<file path="src/rtl/psram_arbiter.sv">
// Two-requester front end for the dual-channel ip_psram controller: maps linear byte
// addresses onto the two chips and arbitrates per channel. Define PSRAM_ARB_RR_EN for round-robin contention.
module psram_arbiter #(
  parameter int ADDR_W   = 23,
  parameter int PSRAM_AW = 24
) (
  input  logic                clk,
  input  logic                n_reset,
  input  logic                a_rd,
  input  logic                a_wr,
  input  logic [ADDR_W-1:0]   a_address,
  input  logic [7:0]          a_wdata,
  output logic                a_busy,
  output logic [7:0]          a_rdata,
  output logic                a_rdata_en,
  input  logic                b_rd,
  input  logic                b_wr,
  input  logic [ADDR_W-1:0]   b_address,
  input  logic [7:0]          b_wdata,
  output logic                b_busy,
  output logic [7:0]          b_rdata,
  output logic                b_rdata_en,
  output logic                rd0,
  output logic                wr0,
  output logic [PSRAM_AW-1:0] address0,
  output logic [7:0]          wdata0,
  input  logic                busy0,
  input  logic [7:0]          rdata0,
  input  logic                rdata0_en,
  output logic                rd1,
  output logic                wr1,
  output logic [PSRAM_AW-1:0] address1,
  output logic [7:0]          wdata1,
  input  logic                busy1,
  input  logic [7:0]          rdata1,
  input  logic                rdata1_en
);

  typedef enum logic [1:0] {IDLE, ISSUE, WAIT, DONE} state_t;

  // Index 0 is requester A, index 1 is requester B.
  logic [1:0]        req_rd, req_wr, req_done;
  logic [ADDR_W-1:0] req_addr [2];
  logic [7:0]        req_wdata [2];
  logic [1:0]        pend_valid, pend_wr;
  logic [ADDR_W-1:0] pend_addr [2];
  logic [7:0]        pend_wdata [2];

  // Per-channel views of the ip_psram ports.
  logic [1:0]          ch_busy, ch_rdata_en, ch_rd, ch_wr;
  logic [7:0]          ch_rdata [2];
  logic [PSRAM_AW-1:0] ch_addr [2];
  logic [7:0]          ch_wdata [2];
  logic [7:0]          ch_cap [2];
  logic [1:0]          done_a, done_b, rden_a, rden_b;

  assign req_rd       = {b_rd, a_rd};
  assign req_wr       = {b_wr, a_wr};
  assign req_addr[0]  = a_address;
  assign req_addr[1]  = b_address;
  assign req_wdata[0] = a_wdata;
  assign req_wdata[1] = b_wdata;
  assign req_done     = {|done_b, |done_a};

  assign ch_busy      = {busy1, busy0};
  assign ch_rdata_en  = {rdata1_en, rdata0_en};
  assign ch_rdata[0]  = rdata0;
  assign ch_rdata[1]  = rdata1;

  for (genvar gi = 0; gi < 2; gi++) begin : g_req
    logic              valid_reg, wr_reg;
    logic [ADDR_W-1:0] addr_reg;
    logic [7:0]        wdata_reg;

    // A pulse is only accepted while the slot is empty; rd wins over wr.
    always_ff @(posedge clk or negedge n_reset) begin
      if (!n_reset) begin
        valid_reg <= 1'b0;
        wr_reg    <= 1'b0;
        addr_reg  <= '0;
        wdata_reg <= '0;
      end else if (!valid_reg && (req_rd[gi] || req_wr[gi])) begin
        valid_reg <= 1'b1;
        wr_reg    <= !req_rd[gi];
        addr_reg  <= req_addr[gi];
        wdata_reg <= req_wdata[gi];
      end else if (req_done[gi]) begin
        valid_reg <= 1'b0;
      end
    end

    assign pend_valid[gi] = valid_reg;
    assign pend_wr[gi]    = wr_reg;
    assign pend_addr[gi]  = addr_reg;
    assign pend_wdata[gi] = wdata_reg;
  end

  for (genvar gi = 0; gi < 2; gi++) begin : g_chan
    state_t            state_reg, state_next;
    logic              owner_reg, owner_next;
    logic              op_wr_reg, op_wr_next;
    logic              first_reg, first_next;
    logic [ADDR_W-2:0] addr_reg, addr_next;
    logic [7:0]        wdata_reg, wdata_next, rdata_reg, rdata_next;
    logic              want_a, want_b, grant_b;

    assign want_a = pend_valid[0] && (pend_addr[0][ADDR_W-1] == 1'(gi));
    assign want_b = pend_valid[1] && (pend_addr[1][ADDR_W-1] == 1'(gi));

`ifdef PSRAM_ARB_RR_EN
    // last_reg: 1 = B won the most recent contention; resets to B so A goes first.
    logic last_reg, last_next;
    assign grant_b = want_b && (!want_a || !last_reg);

    always_ff @(posedge clk or negedge n_reset) begin
      if (!n_reset) last_reg <= 1'b1;
      else          last_reg <= last_next;
    end
`else
    assign grant_b = want_b && !want_a;
`endif

    always_ff @(posedge clk or negedge n_reset) begin
      if (!n_reset) begin
        state_reg <= IDLE;
        owner_reg <= 1'b0;
        op_wr_reg <= 1'b0;
        first_reg <= 1'b0;
        addr_reg  <= '0;
        wdata_reg <= '0;
        rdata_reg <= '0;
      end else begin
        state_reg <= state_next;
        owner_reg <= owner_next;
        op_wr_reg <= op_wr_next;
        first_reg <= first_next;
        addr_reg  <= addr_next;
        wdata_reg <= wdata_next;
        rdata_reg <= rdata_next;
      end
    end

    always_comb begin
      state_next = state_reg;
      owner_next = owner_reg;
      op_wr_next = op_wr_reg;
      first_next = 1'b0;
      addr_next  = addr_reg;
      wdata_next = wdata_reg;
      rdata_next = rdata_reg;
`ifdef PSRAM_ARB_RR_EN
      last_next  = last_reg;
`endif
      case (state_reg)
        IDLE: begin
          if ((want_a || want_b) && !ch_busy[gi]) begin
            owner_next = grant_b;
            op_wr_next = pend_wr[grant_b];
            addr_next  = pend_addr[grant_b][ADDR_W-2:0];
            wdata_next = pend_wdata[grant_b];
            state_next = ISSUE;
`ifdef PSRAM_ARB_RR_EN
            if (want_a && want_b) last_next = grant_b;
`endif
          end
        end
        ISSUE: begin
          first_next = 1'b1;
          state_next = WAIT;
        end
        WAIT: begin
          // Writes ignore busy for the first WAIT cycle so the controller can raise it.
          if (op_wr_reg) begin
            if (!first_reg && !ch_busy[gi]) state_next = DONE;
          end else if (ch_rdata_en[gi]) begin
            rdata_next = ch_rdata[gi];
            state_next = DONE;
          end
        end
        DONE:    state_next = IDLE;
        default: state_next = IDLE;
      endcase
    end

    assign ch_rd[gi]    = (state_reg == ISSUE) && !op_wr_reg;
    assign ch_wr[gi]    = (state_reg == ISSUE) && op_wr_reg;
    assign ch_addr[gi]  = {{(PSRAM_AW-ADDR_W+1){1'b0}}, addr_reg};
    assign ch_wdata[gi] = wdata_reg;
    assign ch_cap[gi]   = rdata_reg;
    assign done_a[gi]   = (state_reg == DONE) && !owner_reg;
    assign done_b[gi]   = (state_reg == DONE) && owner_reg;
    assign rden_a[gi]   = done_a[gi] && !op_wr_reg;
    assign rden_b[gi]   = done_b[gi] && !op_wr_reg;
  end

  assign a_busy     = pend_valid[0];
  assign b_busy     = pend_valid[1];
  assign a_rdata_en = |rden_a;
  assign b_rdata_en = |rden_b;
  assign a_rdata    = (rden_a[0] ? ch_cap[0] : 8'h00) | (rden_a[1] ? ch_cap[1] : 8'h00);
  assign b_rdata    = (rden_b[0] ? ch_cap[0] : 8'h00) | (rden_b[1] ? ch_cap[1] : 8'h00);

  assign rd0      = ch_rd[0];
  assign wr0      = ch_wr[0];
  assign address0 = ch_addr[0];
  assign wdata0   = ch_wdata[0];
  assign rd1      = ch_rd[1];
  assign wr1      = ch_wr[1];
  assign address1 = ch_addr[1];
  assign wdata1   = ch_wdata[1];

endmodule

</file>
<file path="config.mk">
export PLATFORM = sky130hd
export DESIGN_NAME = psram_arbiter
export DESIGN_NICKNAME = d
export VERILOG_FILES = /design/src/rtl/psram_arbiter.sv
export SDC_FILE = /design/constraint.sdc
export NUM_CORES = 1
export LEC_CHECK = 0
export ABC_CLOCK_PERIOD_IN_PS = 1900
export BUFFER_PORTS_ARGS = -buffer_cell sky130_fd_sc_hd__buf_2
export CELL_PAD_IN_SITES_DETAIL_PLACEMENT = 1
export CELL_PAD_IN_SITES_GLOBAL_PLACEMENT = 1
export CORE_MARGIN = 4
export CORE_UTILIZATION = 43
export CTS_BUF_LIST = sky130_fd_sc_hd__clkbuf_2
export DETAILED_ROUTE_END_ITERATION = 6
export PLACE_DENSITY_LB_ADDON = 0.1
export SYNTH_ARGS = -nofsm -noshare
export SYNTH_HDL_FRONTEND = slang
export SYNTH_SLANG_ARGS = --single-unit
</file>
<file path="constraint.sdc">
create_clock -name clk -period 1.9 [get_ports clk]
set_clock_uncertainty 0.2 [all_clocks]
set_input_delay 0.38 -clock clk [delete_from_list [all_inputs] [get_ports clk]]
set_output_delay 0.38 -clock clk [all_outputs]
set_load 0.005 [all_outputs]
</file>
== Word-level counts from Yosys, hierarchy flattened ==
Index checks and enable logic that the tools add are counted.
Operators by class
  bitwise gates (word level): 8
  equal/unequal tests: 12
  muxes and demuxes: 36
  reductions and logical operators: 56
  order comparisons: 4
Operators by type and width (count)
  $mux 22: 6
  $mux 8: 10
  $logic_and 1x1->1: 24
  $mux 2: 8
  $or 8x8->8: 2
  $pmux 2 s4: 2
  $logic_not 1->1: 14
  $ne 3x3->1 const B: 4
  $reduce_and 3->1: 4
  $mux 1: 10
  $eq 2x2->1 const B: 4
  $reduce_or 2->1: 4
  $eq 2x1->1 const B: 2
  $ge 2x2->1 const B: 2
  $logic_not 2->1: 2
  $logic_or 1x1->1: 4
  $lt 1x2->1 const B: 2
  $ne 2x2->1 const B: 2
  $not 1->1: 4
  $not 1->2: 2
  $reduce_and 2->1: 2
  $reduce_bool 2->1: 2
Word-level totals
  register bits: 152
  logic and storage cells: 138
  input bits: 88

== Logic depth before layout (Yosys ltp) ==
  depth in word-level cells: 8
  depth in mapped cells: 8
  depth with buffers taken out: 6

== Worst setup path before layout ==
OpenSTA, ideal clock, no wires.
  path type: reg2out
  start point: register g_chan[1].state_reg[1]
  end point: output b_rdata[0]
  setup slack: 0.159 ns
  stages on the path, launching flop included: 5
  data arrival time: 1.161 ns
  buffers on the path: 0
  cells stage by stage: dfrtp_1 ha_1 inv_1 nor3b_2 a22o_1
On the way
  word-level cells in the longest chain between the ends: 5
RTL lines
  from (decl): RTL line 99  | state_t state_reg, state_next;
  from (signal assigned): RTL line 133  | state_reg <= state_next;
  $eq 2x2->1: RTL line 191  | assign done_b[gi] = (state_reg == DONE) && owner_reg;
  $logic_and 1x1->1: RTL line 191
  $logic_and 1x1->1: RTL line 193  | assign rden_b[gi] = done_b[gi] && !op_wr_reg;
  $mux 8: RTL line 201  | assign b_rdata = (rden_b[0] ? ch_cap[0] : 8'h00) | (rden_b[1] ? ch_cap[1] : 8'h00);
  $or 8x8->8: RTL line 201
  to (decl): RTL line 21  | output logic [7:0] b_rdata,
No other way between the ends.

== Worst setup path in the final report ==
  start point: register g_chan[0].state_reg[0]
  end point: output a_rdata[3]
On the way
  word-level cells in the longest chain between the ends: 5
RTL lines
  from (decl): RTL line 99
  from (signal assigned): RTL line 133
  $eq 2x2->1: RTL line 190  | assign done_a[gi] = (state_reg == DONE) && !owner_reg;
  $logic_and 1x1->1: RTL line 190
  $logic_and 1x1->1: RTL line 192  | assign rden_a[gi] = done_a[gi] && !op_wr_reg;
  $mux 8: RTL line 200  | assign a_rdata = (rden_a[0] ? ch_cap[0] : 8'h00) | (rden_a[1] ? ch_cap[1] : 8'h00);
  $or 8x8->8: RTL line 200
  to (decl): RTL line 14  | output logic [7:0] a_rdata,
No other way between the ends.

==> reports/qor.yml <==
status: "complete, but fails checks"
violations: "negative setup slack"
ys_types: 34
wirelength_um: 27000
yosysMostFrequentCell: "dfrtp_1"
cts_max_path_buffers: 2
drive_gt1_frac: 0.524
clkPwrFrac: 0.114
dr_total_vias: 5903
fill_cells: 1536
grt_start_max_net_pins: 55
syn_to_final_growth_pct: 55.5
synth_edf_count: 0
switching_share: 0.400
ys_ff_latch: 152
rsz0062_at_grt: "true"
max_cap_viol_count: 0
rows: 45
synth_top_flop_cell: "dfrtp_1"
final_nets: 976
cp_max_fo: 4
cts_buffers: 17
coreArea_um2: 15300
rr_endpoint: "g_chan[1].addr_reg[13]"
worstReg2RegStart: "g_chan[1].state_reg[1]"
drt_iter0_drc: 229
start_kind: "flip-flop"
grt_pass1_wl_um: 34900
wl_per_cell_um: 24.5
multiInputGateArea_um2: 3060
grt_usage: 0.255
instances_no_fill: 1104
grt_pass1_vias: 6146
place_inst: 908
synth_area_um2: 6770
cts_tree: "built"
crit_arrival_ns: 2.22
gp_congestion: 0.791
ir_drop_uv: 754
power.switching_mw: 7.15
die_height_um: 133
syn_inst: 529
setup_ws_ns: -0.896
whs_ns: 0.135
setup-violations-final: 106
cts.clk_slew.worst_paths_ns: 0.29
worstSetupPathType: "flip-flop to primary output"
final_util: 0.687
p_seq_frac: 0.348
p_leak_nw: 4.90
synth.avg_cell_area_um2: 12.8
required_ns: 1.32
final.min_clock_period_ns: 2.80
antenna_found_initial: 1
async_flop_share: 1.00
cts_max_level: 4
io_pins: 176
drtAntennaViolNets: 0
min_path_type: "input port to flip-flop"
dieArea_um2: 17800
clkLatencyLatePin_ns: 0.75
fmax_mhz: 358
crit_slowest_cell: "dfrtp_1"
start_util: 0.442
post-route-period-util: 1.47
gr-total-overflow: 0
yosys-top-cells-area: "dfrtp_1, mux2_2, mux2i_1"
internal-power_mw: 10.7
dr.pass1.iters: 5
dp_hpwl_um: 12200
drv_slew: 0
crit_chain: "ha_4 > inv_4 > nor3_4 > clkbuf_16 > a22o_1 > buf_2"
cts.sinks: 152
synth_area_leader_cell: "dfrtp_1"
ys_seq_area_frac: 0.562
ff_latch_area_um2: 3810
cp-end-kind: "primary output"
cts_root_buf: "clkbuf_2"
rr_worst_depth: 11
fp.dieW_um: 133
power_density_nw_per_um2: 1700
largest_register_ff_count: 46
viasPerCell: 5.35
holdPathStages: 3
yosys-top-cells-count: "dfrtp_1, mux2_2, mux2i_1"
critPathLaunch: "g_chan[0].state_reg[0]"
yosysWarnings: 0
rrSetupSlack_ns: -0.21
hold_viol: 0
hold_end: "g_chan[1].rdata_reg[2]"
synth_top_area_frac: 0.562
slowest_delay_ns: 0.48
p_comb_frac: 0.538
port-buffer-count: 171
drc: 0
worstHoldStart: "rdata1[2]"
==> timing repair <==
action	CTS	global route
cloned	6	10
hold endpoints to repair	244	0
buffers inserted	32	30
pin swaps	25	9
setup endpoints to repair	95	158
hold buffers	89	0
gates resized for setup	38	106
==> critical path, delay by kind of cell, from the launching register on <==
| kind | cells | cell delay (ns) |
|---|---|---|
| compound gates | 1 | 0.14 |
| fa+ha+maj | 1 | 0.20 |
| buf+inv | 3 | 0.39 |
| flops | 1 | 0.48 |
| simple gates | 1 | 0.27 |
==> worst max path at each step <==
stage	end	cells after the start	slack, ns
after floorplan	b_rdata[0]	4	0.16
after global placement	b_rdata[0]	5	-0.09
after detailed placement	b_rdata[4]	5	-0.22
after CTS	b_rdata[4]	6	-0.77
after global routing	a_rdata[3]	6	-1.02
final	a_rdata[3]	6	-0.90
==> power by group through the flow <==
stage | combinational (mW) | clock [mW] | sequential (mW)
finish | 9.62 | 2.04 | 6.23
floorplan | 4.19 | 0 | 5.83
CTS | 7.62 | 2.01 | 5.99
global placement | 6.19 | 0 | 5.93
global route | 10.2 | 2.22 | 6.40
detailed placement | 6.45 | 0 | 6.06
==> cells in the final DEF, fill, tap and decap left out, types with 3 or more instances in the layout <==
cell type      instances
inv_4                  4
mux2i_2                4
dlygate4sd3_1         88
buf_6                 27
clkinv_4               3
o21ai_0                5
mux2_2                72
buf_2                163
o21ai_2               10
bufinv_16              3
buf_4                 50
nand2_1               32
nor2_2                 7
clkinvlp_4             4
buf_12                20
a21oi_2               19
mux2i_1               58
o21ai_1               22
conb_1                 4
ha_4                   7
dfrtp_1              150
a21oi_1               13
nand2_2                6
nor2_1                26
nor3b_4                3
inv_6                  4
clkbuf_2              17
mux2_4                10
buf_16                 5
a22o_1                16
clkbuf_16              6
==> cell families after synthesis <==
kind of cell,share of synthesized area
flip-flops,0.562
AND/OR/NAND/NOR,0.0590
multiplexers,0.229
buffers and inverters,0.0459
adder cells (fa/ha/maj),0.0166
other,0.000554
AO/OA/AOI/OAI,0.0871
==> per-layer routing <==
| layer | track usage | routed length [um] |
|---|---|---|
| met3 | 0.0612 | 1490 |
| met5 | 0 | 0 |
| met4 | 0.0691 | 722 |
| met2 | 0.468 | 14400 |
| met1 | 0.299 | 10400 |
==> area by class of cell <==
type | count | area share
Antenna cell | 1 | 0.000238
Timing Repair Buffer | 360 | 0.293
Clock buffer | 17 | 0.00809
Multi-Input combinational cell | 341 | 0.291
Tap cell | 211 | 0.0251
Sequential cell | 152 | 0.362
Clock inverter | 15 | 0.0169
Inverter | 7 | 0.00440
==> metrics by stage <==
step                      TNS (ns)  area, um2  setup slack, ns  total power, mW
after floorplan                  0       6780            0.159             10.0
after global placement       -1.20       8010          -0.0948             12.1
after detailed placement     -2.78       8010           -0.219             12.5
after CTS                   -21.23       9800           -0.768             15.6
after global routing        -35.53      10500            -1.02             18.8
final                       -23.60      10500           -0.896             17.9
Note: power is estimated with default switching activity, not from simulation.
